File: config.mk
export PLATFORM = sky130hd
export DESIGN_NAME = accum_dump_flat
export DESIGN_NICKNAME = d
export VERILOG_FILES = /design/src/rtl/dp_pkg.sv /design/src/rtl/accum_dump_if.sv /design/src/rtl/accum_add.sv /design/src/rtl/accum_dump.sv /design/src/flat_wrapper.sv
export SDC_FILE = /design/constraint.sdc
export NUM_CORES = 1
export LEC_CHECK = 0
export ABC_AREA = 1
export CORE_AREA = 2 2 39 41
export DETAILED_ROUTE_END_ITERATION = 12
export DIE_AREA = 0 0 41 43
export GPL_ROUTABILITY_DRIVEN = 0
export HOLD_SLACK_MARGIN = 0.05
export PLACE_DENSITY = 0.74
export SETUP_SLACK_MARGIN = 0.5
export SLEW_MARGIN = 15
export SYNTH_ARGS = -nofsm -noshare
export SYNTH_HDL_FRONTEND = slang
export SYNTH_HIERARCHICAL = 1
export SYNTH_SLANG_ARGS = --single-unit
File: constraint.sdc
create_clock -name clk -period 2.35 [get_ports clk]
set_input_delay 0.47 -clock clk [delete_from_list [all_inputs] [get_ports clk]]
set_output_delay 0.47 -clock clk [all_outputs]
set_load 0.02 [all_outputs]
File: src/rtl/dp_pkg.sv
// Shared datapath types and helpers: accumulator state enum and a
// width-generic add with carry-out and optional clamp.
package dp_pkg;

  localparam int unsigned MAX_W = 64;

  typedef enum logic {
    ACC,
    DUMP
  } acc_state_t;

  typedef struct packed {
    logic             carry;
    logic [MAX_W-1:0] sum;
  } add_res_t;

  localparam logic [MAX_W:0] ONE = {{MAX_W{1'b0}}, 1'b1};

  // Operands must already fit in 'width' bits (width < MAX_W).
  function automatic add_res_t sat_add(
    input logic [MAX_W-1:0] a,
    input logic [MAX_W-1:0] b,
    input logic [6:0]       width,
    input logic             sat
  );
    logic [MAX_W:0] full;
    logic [MAX_W:0] mask;
    add_res_t       r;
    full    = {1'b0, a} + {1'b0, b};
    mask    = (ONE << width) - ONE;
    r.carry = full[width];
    if (sat && r.carry) r.sum = mask[MAX_W-1:0];
    else r.sum = full[MAX_W-1:0] & mask[MAX_W-1:0];
    return r;
  endfunction

endpackage

File: src/rtl/accum_dump_if.sv
// Sample-in / sum-out handshake bundle for accum_dump.
// slave: the accumulator side; master: producer + consumer side.
interface accum_dump_if #(
  parameter int WIDTH = 2
);
  logic [WIDTH-1:0] in_data;
  logic             in_valid;
  logic             in_ready;
  logic             clear;
  logic [WIDTH-1:0] out_data;
  logic             out_valid;
  logic             out_ready;
  logic             ovf;

  modport slave (
    input  in_data, in_valid, clear, out_ready,
    output in_ready, out_data, out_valid, ovf
  );

  modport master (
    output in_data, in_valid, clear, out_ready,
    input  in_ready, out_data, out_valid, ovf
  );
endinterface

File: src/rtl/accum_add.sv
// Combinational WIDTH-bit adder with carry-out; SAT clamps the sum
// to all-ones on carry. Ports: a, b -> sum, carry.
module accum_add
  import dp_pkg::*;
#(
  parameter int WIDTH = 2,
  parameter bit SAT   = 1'b0
) (
  input  logic [WIDTH-1:0] a,
  input  logic [WIDTH-1:0] b,
  output logic [WIDTH-1:0] sum,
  output logic             carry
);

  add_res_t r;
  logic     unused_hi;

  always_comb begin
    r     = sat_add(MAX_W'(a), MAX_W'(b), 7'(WIDTH), SAT);
    sum   = r.sum[WIDTH-1:0];
    carry = r.carry;
  end

  assign unused_hi = ^r.sum[MAX_W-1:WIDTH];

endmodule

File: src/rtl/accum_dump.sv
// Integrate-and-dump: sums LEN samples, presents the sum, restarts.
// Ports: clk, rst_n, bus (accum_dump_if.slave: in_data/in_valid/
// in_ready, clear, out_data/out_valid/out_ready, ovf).
// Macro ACCUM_DUMP_SATURATE_EN: clamp instead of wrap on overflow.
module accum_dump
  import dp_pkg::*;
#(
  parameter  int WIDTH = 2,
  parameter  int LEN   = 4,
  localparam int CNT_W = $clog2(LEN + 1)
) (
  input  logic         clk,
  input  logic         rst_n,
  accum_dump_if.slave  bus
);

`ifdef ACCUM_DUMP_SATURATE_EN
  localparam bit SAT_EN = 1'b1;
`else
  localparam bit SAT_EN = 1'b0;
`endif

  localparam logic [CNT_W-1:0] LAST = CNT_W'(LEN - 1);

  acc_state_t       state_q, state_d;
  logic [WIDTH-1:0] acc_q, acc_d;
  logic [CNT_W-1:0] cnt_q, cnt_d;
  logic [WIDTH-1:0] out_data_q, out_data_d;
  logic             ovf_q, ovf_d;
  logic [WIDTH-1:0] sum;
  logic             carry;

  accum_add #(
    .WIDTH (WIDTH),
    .SAT   (SAT_EN)
  ) u_add (
    .a     (acc_q),
    .b     (bus.in_data),
    .sum   (sum),
    .carry (carry)
  );

  always_comb begin
    state_d    = state_q;
    acc_d      = acc_q;
    cnt_d      = cnt_q;
    out_data_d = out_data_q;
    ovf_d      = ovf_q;
    unique case (state_q)
      ACC: begin
        if (bus.clear) begin
          acc_d = '0;
          cnt_d = '0;
          ovf_d = 1'b0;
        end else if (bus.in_valid) begin
          ovf_d = ovf_q | carry;
          if (cnt_q == LAST) begin
            out_data_d = sum;
            acc_d      = '0;
            cnt_d      = '0;
            state_d    = DUMP;
          end else begin
            acc_d = sum;
            cnt_d = cnt_q + CNT_W'(1);
          end
        end
      end
      DUMP: begin
        if (bus.out_ready) begin
          ovf_d   = 1'b0;
          state_d = ACC;
        end
      end
      default: state_d = ACC;
    endcase
  end

  always_ff @(posedge clk or negedge rst_n) begin
    if (!rst_n) begin
      state_q    <= ACC;
      acc_q      <= '0;
      cnt_q      <= '0;
      out_data_q <= '0;
      ovf_q      <= 1'b0;
    end else begin
      state_q    <= state_d;
      acc_q      <= acc_d;
      cnt_q      <= cnt_d;
      out_data_q <= out_data_d;
      ovf_q      <= ovf_d;
    end
  end

  assign bus.in_ready  = (state_q == ACC);
  assign bus.out_valid = (state_q == DUMP);
  assign bus.out_data  = out_data_q;
  assign bus.ovf       = ovf_q;

endmodule

File: src/flat_wrapper.sv
// flat-port wrapper written by rule: the top's interface ports become plain ports
module accum_dump_flat import dp_pkg::*;
#(
  parameter  int WIDTH = 2,
  parameter  int LEN   = 4,
  localparam int CNT_W = $clog2(LEN + 1)
)
  (clk, rst_n, bus_in_data, bus_in_valid, bus_clear, bus_out_ready, bus_in_ready, bus_out_data, bus_out_valid, bus_ovf);
  accum_dump_if #(.WIDTH(WIDTH)) bus_i ();
  input  logic clk;
  input  logic rst_n;
  input wire logic [$bits(bus_i.in_data)-1:0] bus_in_data;
  input wire logic [$bits(bus_i.in_valid)-1:0] bus_in_valid;
  input wire logic [$bits(bus_i.clear)-1:0] bus_clear;
  input wire logic [$bits(bus_i.out_ready)-1:0] bus_out_ready;
  output wire logic [$bits(bus_i.in_ready)-1:0] bus_in_ready;
  output wire logic [$bits(bus_i.out_data)-1:0] bus_out_data;
  output wire logic [$bits(bus_i.out_valid)-1:0] bus_out_valid;
  output wire logic [$bits(bus_i.ovf)-1:0] bus_ovf;
  assign bus_i.in_data = bus_in_data;
  assign bus_i.in_valid = bus_in_valid;
  assign bus_i.clear = bus_clear;
  assign bus_i.out_ready = bus_out_ready;
  assign bus_in_ready = bus_i.in_ready;
  assign bus_out_data = bus_i.out_data;
  assign bus_out_valid = bus_i.out_valid;
  assign bus_ovf = bus_i.ovf;
  accum_dump #(.WIDTH(WIDTH), .LEN(LEN)) u_core (.clk(clk), .rst_n(rst_n), .bus(bus_i));
endmodule
# Yosys cells after proc, flatten, opt, wreduce, memory -nomap -nowiden
# Index checks and enable logic that the tools add are counted.
# classes
n_addsub,2
n_eq_ne,3
muxes,15
bitwise_logic,3
reduce_logical,4
# ops
op,n
$mux W3,3
$mux W1,7
$mux W2,3
$pmux W1 S2,2
$reduce_and A2 Y1,2
$reduce_and A4 Y1,1
$add A2 B2 Y3,1
$add A3 B1 Y3 const B,1
$eq A3 B2 Y1 const B,1
$ne A3 B3 Y1 const B,1
$ne A2 B2 Y1 const B,1
$not A1 Y1,2
$reduce_bool A2 Y1,1
$or A1 B1 Y1,1
# word_totals
reg_bits,9
inputBits,7
word_cells,32

# Logic depth before layout (Yosys ltp)
# Gate-level depths: netlist of run 1.
# logic_depth
word_depth,5
mapped_depth,8
mapped_depth_nobuf,8

# Hierarchy
# The synthesis of run 1 kept the hierarchy.
# by_module_without_submodules
module,instances,cells_each,area_per_inst_um2
accum_dump,1,51,434.2
accum_add,1,7,51.3

# Worst setup path before layout of run 1
# No wires, ideal clock.
# synth_timing
path_type,in2reg
start,in bus_in_data[0]
end,reg u_core.acc_q[1]
setup_ns,0.065
t_arrival_ns,1.371
required_ns,2.285
slack_ns,0.914
cell_stages,8
n_path_buf,0
path_cell_list,ha_1 > inv_1 > fa_1 > inv_1 > nand2_1 > nor2_1 > nand2_1 > nand2_1
# synth_between
elab_chain_len,4
# synth_lines
element,line,source
from (decl),flat_wrapper.sv:12,input wire logic [$bits(bus_i.in_data)-1:0] bus_in_data;
$add A2 B2 Y3,dp_pkg.sv:29,"full = {1'b0, a} + {1'b0, b};"
named net u_core.sum[1],accum_dump.sv:30,logic [WIDTH-1:0] sum;
$mux W2,accum_dump.sv:57,if (cnt_q == LAST) begin
$mux W2,accum_dump.sv:55,end else if (bus.in_valid) begin
$mux W2,accum_dump.sv:51,if (bus.clear) begin
to (signal assigned),accum_dump.sv:81,acc_q <= '0;
to (signal assigned),accum_dump.sv:87,acc_q <= acc_d;
to (decl),accum_dump.sv:26,"logic [WIDTH-1:0] acc_q, acc_d;"
# The timed path passes the listed nets, and every way through them passes these cells. The select of a mux whose other input is x is not followed.
# A chain may end at the register's enable or synchronous reset.

# Worst setup path in the final report of run 1
# layout_timing
start,reg u_core.state_q (netlist: u_core/bus.out_valid)
end,out bus_out_valid
# layout_rtl
element,line,source
from (decl),accum_dump.sv:25,"acc_state_t state_q, state_d;"
from (signal assigned),accum_dump.sv:86,state_q <= state_d;
to (decl),flat_wrapper.sv:18,output wire logic [$bits(bus_i.out_valid)-1:0] bus_out_valid;
# No word-level cell between the ends.

==> out/qor.csv, run 1 <==
metric,value,unit
slowest_delay,620,ps
crit_family,buffers and inverters,
setup_tns,0,ps
maxSlewViolCount,0,
avgSynthCellArea,8.370,um2
core_area,0.001384,mm2
synth.cell_area,485.5,um2
cp-start-kind,flop,
cts.htree.levels,1,
maxCapViolCount,0,
ios,12,
drcViolationCount,0,
yosysSeqAreaShare,46.39,%
hold_viol,0,
min_from,u_core/bus.out_data[0]$_DFFE_PN0P_,
drtIter0Drc,12,
synth_flop_cell,dfrtp_1,
min_period_over_period,74.77,%
track_usage,13.84,%
seqCellArea,225.2,um2
p_leak,0.0003164,uW
syn_to_final_growth,31.96,%
slowest_stage,clkdlybuf4s50_1,
final_common_cell,nand2_1,
grt_pass1_wl,1518,um
post_cts_resized,1,
clock.fmax,0.5691,GHz
hp-class,reg -> reg,
clk_pin_slew,60,ps
detail_route.wirelength,943,um
reg2reg_from,u_core/acc_q[0]$_DFFE_PN0P_,
place_inst,85,
timing.rr.end,u_core/acc_q[1]$_DFFE_PN0P_,
rows,14,
post_cts_buffers,0,
crit_chain,clkdlybuf4s50_1,
antenna_cells,0,
r2r_slack,900,ps
post-route-min-period,1757,ps
end_kind,output pin,
finClkSkew,3.780,ps
mostFrequentLayoutCells,"21 x nand2_1, 10 x clkdlybuf4s50_1, 9 x dfrtp_1",
power_density,706.7,mW/mm2
crit_cells,1,
via_count,404,
critPathMaxFanout,4,
path_buf_inv,1,
hpwl,696.4,um
fillCellCount,137,
holdWs,481.6,ps
clock-sinks,9,
busiest_layer,met1,
synth_edf_count,0,
use_met1,17.79,%
irDropWorstVdd,0.3810,mV
tightest_slew,398.9,ps
die_area,0.001763,mm2
postCtsHoldBufs,0,
port_buffers,11,
synth_fp_nets,68,
min_to,u_core/bus.out_data[0]$_DFFE_PN0P_,
multi_input_area,226.5,um2
synth-seq-cells,9,
wire_per_inst,10.60,um
die_x,41,um
reg2reg_depth,8,
async_flop_share,100.0,%
worstPathArrival,1290,ps
setup.worst_path.class,reg -> out,
drive_above_1_share,10.96,%
postRouteAntennaNets,0,
hold_depth,2,
layout.cells.non_filler,89,
fp.dieH,43,um
grt_max_degree,10,
grtUsageMet3,4.712,%
yosysUniqueCellTypes,16,
initial_core_util,35.08,%
viasPerCell,4.539,
clockBufferDepth,2,
yosys_warnings,6,
clock-root-buffer,clkbuf_4,
first_pass_iters,4,
clkLatencyLatePin,270,ps
grt_antenna_before_repair,0,
status,finished clean,
use_met2,17.50,%
syn_inst,58,
rsz0062_at_grt,false,
relSlewSlack,73.33,%
final_util,46.29,%
grt_pass1_vias,360,
cts_tree,built,
overflow,0,
cts-buffers-inserted,3,
nets,84,
setup_viol_count_final,0,
crit_required,1880,ps
-- stage by stage --
stage | area, um2 | power, uW | setup WS (ps)
after global routing | 640.6 | 482.7 | 550.1
final | 640.6 | 452.7 | 593.0
after global placement | 615.6 | 328.3 | 398.4
after floorplan | 485.5 | 270.2 | 913.7
after detailed placement | 615.6 | 331.7 | 382.3
after CTS | 640.6 | 458.1 | 579.8
-- area by class of cell --
cell class	count	area share, %
tap	16	3.125
multi-input combinational	40	35.35
sequential	9	35.16
inverter	9	5.273
clock buffer	4	4.102
timing repair buffer	11	16.99
-- where the power goes --
part	internal, uW	switching (uW)
sequential	180	15.8
clock	65.7	57.9
combinational	60.1	72.8
total	306	147
-- worst max-delay path by stage --
stage / from / to / slack, ps
6_report: u_core/bus.out_valid$_DFF_PN0_ / bus_out_valid / 590
5_1_grt: u_core/bus.out_valid$_DFF_PN0_ / bus_out_valid / 550
4_1_cts: u_core/bus.out_valid$_DFF_PN0_ / bus_out_valid / 580
3_5_place_dp: bus_in_data[0] / u_core/acc_q[1]$_DFFE_PN0P_ / 380
3_3_place_gp: bus_in_data[0] / u_core/acc_q[1]$_DFFE_PN0P_ / 400
2_1_floorplan: bus_in_data[0] / u_core/acc_q[1]$_DFFE_PN0P_ / 910
-- routing by layer --
layer,part of all wire (%),vias up
met2,42,11
li1,-,213
met4,2.5,0
met1,50,177
met3,5.4,3
met5,0,-
-- synth_stat cells, types with 2 or more instances --
cell type	number	area [um2]
nand2_1	21	78.83
nor2_1	3	11.26
inv_1	8	30.03
nor2_2	2	12.51
ha_1	2	25.02
dfrtp_1	9	225.2
nand3_1	2	10.01
o21ai_1	2	10.01
nand4_1	2	12.51
-- registers in the layout (all words and copies together) (netlist names) --
register	flops
u_core/acc_q	2
u_core/bus.out_data	2
u_core/bus.out_valid	1
u_core/bus.ovf	1
u_core/cnt_q	3
-- kinds of logic after synthesis --
logic type	count (synthesis)	share of synthesized area, %
and+or+nand+nor	31	27.84
buffers and inverters	9	6.958
DFF	9	46.39
AOI/OAI and AO/OA	6	9.537
adders and majority gates	3	9.278
Power figures use the tool's default switching activity.
==> run 2, diff against run 1 <==
- clock period: 2.35 -> 1.8 ns (I/O delays scaled with it)
==> out/qor.csv, run 2 (synthesized netlist as in run 1, its figures left out) <==
metric,value,unit,change
setup_viol_count_final,0,,unchanged
setup.worst_path.class,reg -> reg,,
internal_power,396.2,uW,+29%
grt_pass1_vias,389,,+8.1%
relSlewSlack,72.51,%,-0.82 points
layout.cells.non_filler,91,,+2.2%
maxCapViolCount,0,,unchanged
nets,86,,+2.4%
hold_viol,0,,unchanged
largest_register_ffs,3,,unchanged
path_buf_inv,2,,+1
crit_family,adder cells,,
cts_tree,built,,
slowest_stage,fa_1,,
fillCellCount,148,,+8.0%
p_seq_share,43.9,%,+0.6 points
die_x,41,um,unchanged
cts-buffers-inserted,3,,unchanged
grt_pass1_wl,1566,um,+3.2%
multi_input_area,239.0,um2,+5.5%
grt_max_degree,10,,unchanged
p_total,587.6,uW,+30%
crit_cells,8,,+7
seqCellArea,225.2,um2,unchanged
p_comb_share,29.9,%,+0.5 points
min_period_over_period,78.01,%,
swShare,32.57,%,+0.19 points
power_density,897.9,mW/mm2,+27%
reg2reg_depth,8,,unchanged
p_leak,0.0003385,uW,+7.0%
post-route-min-period,1404,ps,
detail_route.wirelength,1041,um,+10%
clk_pin_slew,60,ps,about the same
initial_core_util,35.08,%,unchanged
die_area,0.001763,mm2,unchanged
final_area,654.4,um2,+2.1%
final_util,47.29,%,+0.99 points
drcViolationCount,0,,unchanged
clock-sinks,9,,unchanged
tightest_slew,411.1,ps,+12.23 ps
finClkSkew,6.221,ps,+2.442 ps
crit_chain,ha_4 > inv_2 > fa_1 > inv_2 > nand2_1 > nor2_1 > nand2_1 > nand2_1,,
track_usage,13.94,%,+0.10 points
grt_antenna_before_repair,0,,unchanged
syn_to_final_growth,34.79,%,
dpl_cell_area,628.1,um2,+2.0%
worstPathArrival,1560,ps,+270 ps
clock.fmax,0.7122,GHz,
wire_per_inst,11.44,um,+8.0%
postRouteAntennaNets,0,,unchanged
critPathMaxFanout,2,,-2
status,finished clean,,
final_common_cell,nand2_1,,
cpMostUsedCell,nand2_1,,
clock-root-buffer,clkbuf_4,,
drtIter0Drc,8,,-4
rows,14,,unchanged
cp-start-kind,flop,,
hpwl,776,um,+11%
mostFrequentLayoutCells,"21 x nand2_1, 9 x dfrtp_1, 5 x inv_1",,
overflow,0,,unchanged
port_buffers,11,,unchanged
via_count,420,,+4.0%
end_kind,flop,,
core_area,0.001384,mm2,unchanged
cts.htree.levels,1,,unchanged
irDropWorstVdd,0.5048,mV,+32%
clockBufferDepth,2,,unchanged
maxSlewViolCount,0,,unchanged
viasPerCell,4.615,,+1.7%
drive_above_1_share,25.33,%,+14 points
antenna_cells,0,,unchanged
fp.dieH,43,um,unchanged
crit_required,1960,ps,+80 ps
switching_power,191.4,uW,+31%
place_inst,85,,unchanged
first_pass_iters,4,,unchanged
rsz0062_at_grt,true,,
hp-class,in -> async,,
regMostFlops,u_core/cnt_q,,
clkLatencyLatePin,260,ps,about the same
clkPwrFrac,26.3,%,-1.0 points
slowest_delay,500,ps,-120 ps
ios,12,,unchanged
==> run 2: cell type report <==
| cell class | count | area share (%) |
|---|---|---|
| Clock buffer | 4 | 4.015 |
| Inverter | 9 | 5.163 |
| Multi-Input combinational cell | 40 | 36.52 |
| Sequential cell | 9 | 34.42 |
| Tap cell | 16 | 3.059 |
| Timing Repair Buffer | 13 | 16.83 |
==> run 2: metrics by stage <==
stage | hold WS [ps] | setup TNS, ps | setup WS [ps]
2_1_floorplan | 64.41 | 0 | 466.7
4_1_cts | 403.9 | 0 | 372.9
5_1_grt | 414.9 | 0 | 315.9
6_report | 394.6 | 0 | 395.8
3_5_place_dp | 475.2 | -206.8 | -122.7
3_3_place_gp | 464.7 | -148.1 | -96.37
==> run 2: worst paths after layout <==
path,from,to,slack (ps)
worst min register to register,u_core/bus.out_data[0]$_DFFE_PN0P_,u_core/bus.out_data[0]$_DFFE_PN0P_,490
worst max-delay path,u_core/acc_q[0]$_DFFE_PN0P_,u_core/acc_q[1]$_DFFE_PN0P_,400
min in group clk,u_core/bus.out_data[0]$_DFFE_PN0P_,u_core/bus.out_data[0]$_DFFE_PN0P_,490
max in group asynchronous,rst_n,u_core/bus.out_data[0]$_DFFE_PN0P_,1110
worst max register to register,u_core/acc_q[0]$_DFFE_PN0P_,u_core/acc_q[1]$_DFFE_PN0P_,400
worst min-delay path,rst_n,u_core/acc_q[0]$_DFFE_PN0P_,390
==> run 2: what timing repair did <==
action | 4_1_cts | 5_1_grt
hold buffers | 0 | 0
buffers inserted | 0 | 2
setup endpoints to repair | 8 | 5
pin swaps | 3 | 0
resized for setup | 18 | 6
==> run 2: power by group through the flow <==
stage	Sequential, uW	Clock [uW]	Combinational (uW)
after floorplan	280	0	76.8
after global placement	259	0	175
after detailed placement	261	0	181
after CTS	259	159	173
after global routing	262	178	196
final	258	154	175
==> run 2: metal layers <==
layer,GRT usage (%),routed length (um),vias up
met1,17.11,452,185
met3,4.712,70,2
met5,0,0,-
met4,13.33,15,0
li1,-,-,217
met2,17.81,503,16
